===== src/rtl/cbc_sequencer_pkg.sv =====
// cbc_sequencer_pkg: shared widths, types and whitening helper for the CBC sequencer.
// Rev 1.0
`default_nettype none

package cbc_sequencer_pkg;

  localparam int BLK_S   = 128;
  localparam int IV_BITS = 128;
  localparam int CNT_W   = 16;

  typedef logic [BLK_S-1:0]   blk_t;
  typedef logic [IV_BITS-1:0] iv_t;
  typedef logic [CNT_W-1:0]   cnt_t;

  typedef enum logic {
    MODE_DEC = 1'b0,
    MODE_ENC = 1'b1
  } mode_e;

  // The chaining XOR; BLK_S and IV_BITS must match for this to be well formed.
  function automatic blk_t whiten(input blk_t data, input iv_t iv);
    return data ^ iv;
  endfunction

endpackage

`default_nettype wire


===== src/rtl/cbc_sequencer_if.sv =====
// cbc_sequencer_if: input stream, output stream and AES core handshake bundle.
// Rev 1.0
`default_nettype none

interface cbc_sequencer_if;
  import cbc_sequencer_pkg::*;

  logic s_valid;
  logic s_ready;
  blk_t s_data;
  logic s_last;

  logic m_valid;
  logic m_ready;
  blk_t m_data;
  logic m_last;

  logic core_start;
  blk_t core_blk;
  logic core_done;
  blk_t core_result;

  modport slave (
    input  s_valid, s_data, s_last,
    output s_ready,
    output m_valid, m_data, m_last,
    input  m_ready,
    output core_start, core_blk,
    input  core_done, core_result
  );

  modport master (
    output s_valid, s_data, s_last,
    input  s_ready,
    input  m_valid, m_data, m_last,
    output m_ready,
    input  core_start, core_blk,
    output core_done, core_result
  );

endinterface

`default_nettype wire


===== src/rtl/cbc_xor_mix.sv =====
// cbc_xor_mix: mode-dependent chaining datapath (core input, chained output, next IV).
// Rev 1.0
`default_nettype none

module cbc_xor_mix
  import cbc_sequencer_pkg::*;
(
  input  mode_e mode,
  input  blk_t  s_data,
  input  iv_t   iv,
  input  blk_t  in_reg,
  input  blk_t  core_result,
  output blk_t  core_blk,
  output blk_t  m_data,
  output iv_t   iv_next
);

  always_comb begin
    core_blk = s_data;
    m_data   = whiten(core_result, iv);
    iv_next  = in_reg;
    // Encrypt whitens before the core and chains on ciphertext out of the core.
    if (mode == MODE_ENC) begin
      core_blk = whiten(s_data, iv);
      m_data   = core_result;
      iv_next  = core_result;
    end
  end

endmodule

`default_nettype wire


===== src/rtl/cbc_sequencer.sv =====
// cbc_sequencer: holds the CBC IV, whitens blocks around a single-in-flight AES core.
// Rev 1.0
`default_nettype none

module cbc_sequencer
  import cbc_sequencer_pkg::*;
(
  input  logic               clk,
  input  logic               reset,
  input  logic               iv_load,
  input  iv_t                iv_in,
  input  logic               encryption,
  cbc_sequencer_if.slave     bus,
  output cnt_t               blk_cnt,
  output logic               busy,
  output logic               err_done
);

  typedef enum logic [1:0] {
    IDLE  = 2'd0,
    READY = 2'd1,
    CORE  = 2'd2,
    OUT   = 2'd3
  } state_t;

  state_t state, state_nxt;

  iv_t   iv, iv_nxt;
  mode_e mode, mode_nxt;
  blk_t  in_reg, in_reg_nxt;
  blk_t  core_blk, core_blk_nxt;
  blk_t  m_data, m_data_nxt;
  logic  last_pend, last_pend_nxt;
  logic  m_last, m_last_nxt;
  logic  m_valid, m_valid_nxt;
  logic  core_start, core_start_nxt;
  logic  busy_nxt;
  logic  err_nxt;
  cnt_t  blk_cnt_nxt;

  blk_t  mix_core_blk;
  blk_t  mix_m_data;
  iv_t   mix_iv;
  logic  done_ok;

  cbc_xor_mix u_mix (
    .mode        (mode),
    .s_data      (bus.s_data),
    .iv          (iv),
    .in_reg      (in_reg),
    .core_result (bus.core_result),
    .core_blk    (mix_core_blk),
    .m_data      (mix_m_data),
    .iv_next     (mix_iv)
  );

  assign bus.s_ready    = (state == READY) && !iv_load;
  assign bus.m_valid    = m_valid;
  assign bus.m_data     = m_data;
  assign bus.m_last     = m_last;
  assign bus.core_start = core_start;
  assign bus.core_blk   = core_blk;

  // A done coinciding with core_start cannot belong to this block; the core needs latency >= 1.
  assign done_ok = (state == CORE) && bus.core_done && !core_start;

  always_ff @(posedge clk or negedge reset) begin
    if (!reset) begin
      state <= IDLE;
    end else begin
      state <= state_nxt;
    end
  end

  always_comb begin
    state_nxt      = state;
    iv_nxt         = iv;
    mode_nxt       = mode;
    in_reg_nxt     = in_reg;
    core_blk_nxt   = core_blk;
    m_data_nxt     = m_data;
    last_pend_nxt  = last_pend;
    m_last_nxt     = m_last;
    m_valid_nxt    = m_valid;
    core_start_nxt = 1'b0;
    blk_cnt_nxt    = blk_cnt;
    err_nxt        = err_done | (bus.core_done && (state != CORE));

    case (state)
      IDLE: begin
        if (iv_load) begin
          iv_nxt      = iv_in;
          mode_nxt    = mode_e'(encryption);
          blk_cnt_nxt = '0;
          state_nxt   = READY;
        end
      end

      READY: begin
        if (iv_load) begin
          iv_nxt      = iv_in;
          mode_nxt    = mode_e'(encryption);
          blk_cnt_nxt = '0;
        end else if (bus.s_valid) begin
          in_reg_nxt     = bus.s_data;
          last_pend_nxt  = bus.s_last;
          core_blk_nxt   = mix_core_blk;
          core_start_nxt = 1'b1;
          state_nxt      = CORE;
        end
      end

      CORE: begin
        if (done_ok) begin
          m_data_nxt  = mix_m_data;
          iv_nxt      = mix_iv;
          m_last_nxt  = last_pend;
          m_valid_nxt = 1'b1;
          blk_cnt_nxt = blk_cnt + cnt_t'(1);
          state_nxt   = OUT;
        end
      end

      OUT: begin
        if (bus.m_ready) begin
          m_valid_nxt = 1'b0;
          state_nxt   = m_last ? IDLE : READY;
        end
      end

      default: state_nxt = IDLE;
    endcase

    busy_nxt = (state_nxt == CORE) || (state_nxt == OUT);
  end

  always_ff @(posedge clk or negedge reset) begin
    if (!reset) begin
      iv         <= '0;
      mode       <= MODE_DEC;
      in_reg     <= '0;
      core_blk   <= '0;
      m_data     <= '0;
      last_pend  <= 1'b0;
      m_last     <= 1'b0;
      m_valid    <= 1'b0;
      core_start <= 1'b0;
      blk_cnt    <= '0;
      busy       <= 1'b0;
      err_done   <= 1'b0;
    end else begin
      iv         <= iv_nxt;
      mode       <= mode_nxt;
      in_reg     <= in_reg_nxt;
      core_blk   <= core_blk_nxt;
      m_data     <= m_data_nxt;
      last_pend  <= last_pend_nxt;
      m_last     <= m_last_nxt;
      m_valid    <= m_valid_nxt;
      core_start <= core_start_nxt;
      blk_cnt    <= blk_cnt_nxt;
      busy       <= busy_nxt;
      err_done   <= err_nxt;
    end
  end

endmodule

`default_nettype wire


===== src/flat_wrapper.sv =====
// flat-port wrapper written by rule: the top's interface ports become plain ports
module cbc_sequencer_flat import cbc_sequencer_pkg::*;
  (clk, reset, iv_load, iv_in, encryption, blk_cnt, busy, err_done, bus_s_valid, bus_s_data, bus_s_last, bus_s_ready, bus_m_valid, bus_m_data, bus_m_last, bus_m_ready, bus_core_start, bus_core_blk, bus_core_done, bus_core_result);
  cbc_sequencer_if bus_i ();
  input  logic clk;
  input  logic reset;
  input  logic iv_load;
  input  iv_t iv_in;
  input  logic encryption;
  output cnt_t blk_cnt;
  output logic busy;
  output logic err_done;
  input wire logic [$bits(bus_i.s_valid)-1:0] bus_s_valid;
  input wire logic [$bits(bus_i.s_data)-1:0] bus_s_data;
  input wire logic [$bits(bus_i.s_last)-1:0] bus_s_last;
  output wire logic [$bits(bus_i.s_ready)-1:0] bus_s_ready;
  output wire logic [$bits(bus_i.m_valid)-1:0] bus_m_valid;
  output wire logic [$bits(bus_i.m_data)-1:0] bus_m_data;
  output wire logic [$bits(bus_i.m_last)-1:0] bus_m_last;
  input wire logic [$bits(bus_i.m_ready)-1:0] bus_m_ready;
  output wire logic [$bits(bus_i.core_start)-1:0] bus_core_start;
  output wire logic [$bits(bus_i.core_blk)-1:0] bus_core_blk;
  input wire logic [$bits(bus_i.core_done)-1:0] bus_core_done;
  input wire logic [$bits(bus_i.core_result)-1:0] bus_core_result;
  assign bus_i.s_valid = bus_s_valid;
  assign bus_i.s_data = bus_s_data;
  assign bus_i.s_last = bus_s_last;
  assign bus_s_ready = bus_i.s_ready;
  assign bus_m_valid = bus_i.m_valid;
  assign bus_m_data = bus_i.m_data;
  assign bus_m_last = bus_i.m_last;
  assign bus_i.m_ready = bus_m_ready;
  assign bus_core_start = bus_i.core_start;
  assign bus_core_blk = bus_i.core_blk;
  assign bus_i.core_done = bus_core_done;
  assign bus_i.core_result = bus_core_result;
  cbc_sequencer u_core (.clk(clk), .reset(reset), .iv_load(iv_load), .iv_in(iv_in), .encryption(encryption), .bus(bus_i), .blk_cnt(blk_cnt), .busy(busy), .err_done(err_done));
endmodule

===== config.mk =====
export PLATFORM = sky130hd
export DESIGN_NAME = cbc_sequencer_flat
export DESIGN_NICKNAME = d
export VERILOG_FILES = /design/src/rtl/cbc_sequencer_pkg.sv /design/src/rtl/cbc_sequencer_if.sv /design/src/rtl/cbc_xor_mix.sv /design/src/rtl/cbc_sequencer.sv /design/src/flat_wrapper.sv
export SDC_FILE = /design/constraint.sdc
export NUM_CORES = 1
export LEC_CHECK = 0
export CORE_ASPECT_RATIO = 1.1
export CORE_UTILIZATION = 35
export DETAILED_ROUTE_END_ITERATION = 10
export PLACE_DENSITY_LB_ADDON = 0.08
export SYNTH_ARGS = -nofsm -noshare
export SYNTH_HDL_FRONTEND = slang
export SYNTH_SLANG_ARGS = --single-unit

===== constraint.sdc =====
create_clock -name clk -period 1.99 [get_ports clk]
set_input_delay 0.398 -clock clk [delete_from_list [all_inputs] [get_ports clk]]
set_output_delay 0.398 -clock clk [all_outputs]
set_load 0.01 [all_outputs]

==> out/metrics.cfg, run 1 <==
[sta]
timing.final.crit_share_pct = 98.2
min_period_ns = 1.95
rsz0062_at_grt = false
skew_ns = 0.0264
final_max_slew_viol_count = 0
max_freq_mhz = 512
hold_violations = 0
whs_ns = 0.293
worst_pin_slew_ns = 0.474
fin_ws_ns = 0.0359
maxSlewHeadroom_pct = 68.4
finalSetupViolations = 0
setup_tns_ns = 0

[place]
dpl_worst_slack_ns = -0.221
dpl_cell_area_mm2 = 0.0343
io_buffers = 669
place_inst = 4044
place_congestion = 0.855
dp_hpwl_mm = 65.0

[logic_synthesis]
syn-num-nets = 2861
synth_top_family_by_area = compound AO/OA/AOI/OAI gates
synth_warnings = 0
yosysSeqAreaShare_pct = 52.5
synth-compound-area-share_pct = 14.3
synthCells = 2468
synth_seq_cells = 537
synthAdderAreaFrac_pct = 0.0489
synthXorXnorAreaFrac_pct = 8.96
synthSimpleGateAreaFrac_pct = 10.0
syn_area_per_cell_um2 = 10.4
synth_mux_area_share_pct = 10.8
synthesis.area_mm2 = 0.0256
synth_cell_types = 37

[die]
coreArea_mm2 = 0.0720
std_cell_rows = 103
ios = 670
die_x_um = 260
die_area_mm2 = 0.0742
initial_core_util_pct = 35.5
die_y_um = 286

[clock_tree]
clock-sinks = 537
cts-buffers-inserted = 66
clockBufferDepth = 3
clkTransAtPathRegs_ns = 0.06
cts_tree = done
clkLatencyLatePin_ns = 0.60
cts_root_buf = clkbuf_16
htree_levels = 3

[status]
outcome = finished clean

[critical_path]
critPathTopFamily = buffers and inverters
worstSetupStartpointType = flip-flop
path_buf_inv = 1
worstPathCellList = clkdlybuf4s50_1
r2r_start = u_core.state[1]
cp-end-kind = output port
r2r_slack_ns = 0.18
critPathKind = flip-flop to output port
crit_path_max_fanout = 2
required_ns = 1.59
crit_start = u_core.bus.core_blk[124]
timing.rr.end = u_core.iv[13]
slowest_delay_ns = 0.56
worstRegToRegCells = 6
worst_ep_arrival_time_ns = 1.56
cp_slowest_cell = clkdlybuf4s50_1

[cells_and_area]
fin_util_pct = 50.6
fill_cells = 6566
drive_above_1_share_pct = 12.0
syn2layout_area_growth_pct = 42.4
mostFrequentLayoutCells = 584 x clkdlybuf4s50_1, 533 x dfrtp_1, 362 x o21ai_0
multiInputGateArea_mm2 = 0.0113
final_nets = 3564
seqCellArea_mm2 = 0.0134
fin_cells = 4170
final_cell_area_mm2 = 0.0364
final_common_cell = clkdlybuf4s50_1

[route]
first_iter_violations = 1050
first_pass_iters = 5
num_vias = 20600
wl_per_cell_um = 20.9
wl_mm = 87.3
vias_per_cell = 4.93
drtAntennaViolNets = 0
drc = 0

[worst_hold_path]
min-delay-path-class = primary input to async pin

[global_routing]
grt-ovfl-total = 0
antenna_found_initial = 17
grt_max_degree = 88
grt.total_usage_pct = 23.3
grt_pass1_wl_mm = 132
first_global_vias = 21700

[pwr]
power.density_mw_per_mm2 = 1510
total_power_mw = 55.0
leakage_nw = 15.3
ir_drop_uv = 834

[flow_run]
max_cap_violations = 0

timing repair:
action                                  in CTS  in global routing
cloned                                       0                  0
endpoints found under the hold margin       15                  0
gates resized for setup                     77                 12
pin swaps                                    1                  0
endpoints found under the setup margin      73                 12
hold buffers                                 1                  0
buffers inserted                             3                  0
cell families (layout without fill, tap and decap cells):
family / after synthesis / in the layout
fa+ha+maj: 1 / 1
flops: 537 / 537
xor+xnor: 262 / 262
compound gates: 659 / 659
mux: 259 / 259
other cells: 0 / 7
buf+inv: 178 / 928
simple gates: 572 / 572
synth_stat cells (all sizes together):
master,number,share of area [%]
a211oi,1,0.078
a21o,4,0.12
a21oi,133,2.6
a31o,1,0.034
a31oi,4,0.098
a41o,3,0.12
and2,1,0.024
and4,2,0.068
and4bb,1,0.049
buf,109,2.4
clkbuf,66,0.97
dfrtp,537,52
ha,1,0.049
inv,3,0.044
mux2,129,5.7
mux2i,130,5.1
nand2,280,4.1
nand2b,3,0.10
nand3,6,0.12
nand4,3,0.073
nand4bb,1,0.044
nor2,140,2.1
nor2b,129,3.2
nor3,3,0.078
nor3b,1,0.049
nor4,1,0.049
o21a,127,3.7
o21ai,386,7.5
or3,1,0.024
xnor2,132,4.5
xor2,130,4.4
worst max-delay path by stage:
stage	endpoint	slack, ns	cells past startpoint
CTS	bus_core_blk[32]	0.0004	1
finish	bus_core_blk[124]	0.04	1
global placement	u_core.in_reg[113]	-0.17	6
global route	bus_core_blk[88]	0.001	1
detailed placement	u_core.in_reg[117]	-0.22	6
floorplan	u_core.in_reg[100]	0.19	7
metal layers:
layer  part of all wire, %  wire, um  track usage (%)
met2                    50     43500             40.2
met1                    41     35700             27.9
met4                   2.4      2120             7.43
met5                  0.16       144                0
met3                   6.7      5880             6.29
cell type report:
type | instances | share of cell area [%]
Sequential cell | 537 | 36.9
Multi-Input combinational cell | 1753 | 31.1
Clock buffer | 96 | 5.37
Tap cell | 945 | 3.24
Clock inverter | 19 | 0.536
Timing Repair Buffer | 810 | 22.8
Antenna cell | 7 | 0.0481
Inverter | 3 | 0.0309
report_power, final:
group / internal [mW] / switching [mW] / leakage [nW] / total, mW
Clock: 7.11 / 4.86 / 1.06 / 12.0
Combinational: 12.3 / 11.1 / 7.90 / 23.4
Sequential: 16.1 / 3.55 / 6.31 / 19.6
Power figures use the tool's default switching activity.
==> inputs of run 2 (changes only) <==
- HOLD_SLACK_MARGIN: not set -> 0.02
- SKIP_LAST_GASP: not set -> 1
==> out/metrics.cfg, run 2 (synthesis gave the netlist of run 1 again) <==
[pwr]
leakage_nw = 15.3
p_sw_share_pct = 35.5
pwr-share-seq_pct = 35.7
total_power_mw = 55.0
internal_power_mw = 35.5
ir_drop_uv = 833
p_sw_mw = 19.5
power.density_mw_per_mm2 = 1510
clockPowerShare_pct = 21.7
p_comb_share_pct = 42.6

[die]
die_x_um = 260
die_area_mm2 = 0.0742
ios = 670
std_cell_rows = 103
initial_core_util_pct = 35.5
die_y_um = 286
coreArea_mm2 = 0.0720

[route]
drtAntennaViolNets = 0
first_pass_iters = 5
drc = 0
vias_per_cell = 4.93
wl_per_cell_um = 20.9
first_iter_violations = 1051
wl_mm = 87.3
num_vias = 20600

[critical_path]
critPathKind = flip-flop to output port
worst_ep_arrival_time_ns = 1.56
crit_path_max_fanout = 2
cp_slowest_cell = clkdlybuf4s50_1
slowest_delay_ns = 0.56
worstPathCellList = clkdlybuf4s50_1
critPathTopFamily = buffers and inverters
required_ns = 1.59
path_buf_inv = 1
worstSetupStartpointType = flip-flop
cp-end-kind = output port

[worst_hold_path]
min-delay-path-class = primary input to async pin

[cells_and_area]
final_nets = 3564
seqCellArea_mm2 = 0.0134
final_cell_area_mm2 = 0.0364
mostFrequentLayoutCells = 584 x clkdlybuf4s50_1, 533 x dfrtp_1, 362 x o21ai_0
syn2layout_area_growth_pct = 42.4
multiInputGateArea_mm2 = 0.0113
drive_above_1_share_pct = 12.0
final_common_cell = clkdlybuf4s50_1
fill_cells = 6565

[clock_tree]
cts-buffers-inserted = 66
htree_levels = 3
clkLatencyLatePin_ns = 0.60
clkTransAtPathRegs_ns = 0.06
clock-sinks = 537
cts_tree = done
cts_root_buf = clkbuf_16
clockBufferDepth = 3

[place]
io_buffers = 669
dp_hpwl_mm = 65.0
dpl_cell_area_mm2 = 0.0343
place_congestion = 0.855

[sta]
skew_ns = 0.0267
timing.final.crit_share_pct = 98.2
maxSlewHeadroom_pct = 68.4
min_period_ns = 1.95
hold_violations = 0
rsz0062_at_grt = false
finalSetupViolations = 0
max_freq_mhz = 512
worst_pin_slew_ns = 0.474
final_max_slew_viol_count = 0

[flow_run]
max_cap_violations = 0

[global_routing]
grt-ovfl-total = 0
grt.total_usage_pct = 23.3
grt_pass1_wl_mm = 132
grt_max_degree = 88
first_global_vias = 21700
antenna_found_initial = 17

[status]
outcome = finished clean

## run 2: cell types whose count changed in the layout (fill, tap and decap cells not counted), sizes merged
cell    before  now
buf        142  141
clkbuf      96   97
## run 2: area by class of cell
cell class | instances | area share, %
clock buffers | 96 | 5.37
flip-flops and latches | 537 | 36.9
repair buffers | 810 | 22.8
multi-input cells | 1753 | 31.1
well taps | 945 | 3.24
clock inverters | 19 | 0.536
inverters | 3 | 0.0309
diodes | 7 | 0.0481
## run 2: final timing paths
kind / startpoint / endpoint / slack, ns / cells past startpoint
setup reg to reg: u_core.state[1] / u_core.iv[13] / 0.18 / 6
hold reg to reg: u_core.err_done / u_core.err_done / 0.47 / 1
setup / recovery: u_core.bus.core_blk[124] / bus_core_blk[124] / 0.04 / 1
max in group asynchronous: reset / u_core.bus.m_data[17] / 0.89 / 3
min in group clk: encryption / u_core.mode / 0.36 / 3
hold / removal: reset / u_core.bus.m_data[95] / 0.29 / 2
## run 2: stage by stage
stage / instances / setup WS, ns / util (%) / TNS [ns] / hold WS [ns]
2_1_floorplan: 2468 / 0.192 / - / 0 / 0.102
3_3_place_gp: 4044 / -0.171 / 47.6 / -28.96 / 0.335
3_5_place_dp: 4044 / -0.221 / 47.6 / -38.21 / 0.335
4_1_cts: 4163 / -0.0609 / 50.5 / -0.0609 / 0.291
5_1_grt: 4169 / 0.00134 / 50.6 / 0 / 0.311
6_report: 4170 / 0.0356 / 50.6 / 0 / 0.293
## run 2: worst register-to-register path, stage by stage (launching register included)
cell and delay [ns]:
dfrtp_2 0.43, buf_4 0.17, nand2b_4 0.17, buf_12 0.17, o21ai_0 0.44, o21ai_0 0.18
o21a_1 0.14
## run 2: what timing repair did
item | in CTS | in global routing
endpoints found under the hold margin | 15 | 0
cloned | 0 | 0
resized for setup | 76 | 14
hold buffers | 1 | 0
setup endpoints to repair | 73 | 13
pin swaps | 1 | 0
setup buffers | 3 | 0
## run 2: layer usage
metal	global-route usage [%]	vias up	wire length, um
li1	-	9770	-
met1	27.9	10100	35700
met2	40.2	544	43500
met3	6.30	134	5890
met4	7.43	22	2120
met5	0	-	144
## run 2: power groups by stage
stage | Clock, mW | Combinational, mW | Sequential [mW]
2_1_floorplan | 0 | 12.4 | 19.7
3_3_place_gp | 0 | 23.6 | 19.7
3_5_place_dp | 0 | 24.0 | 19.8
4_1_cts | 12.3 | 23.8 | 19.7
5_1_grt | 12.7 | 25.8 | 20.3
6_report | 12.0 | 23.4 | 19.6
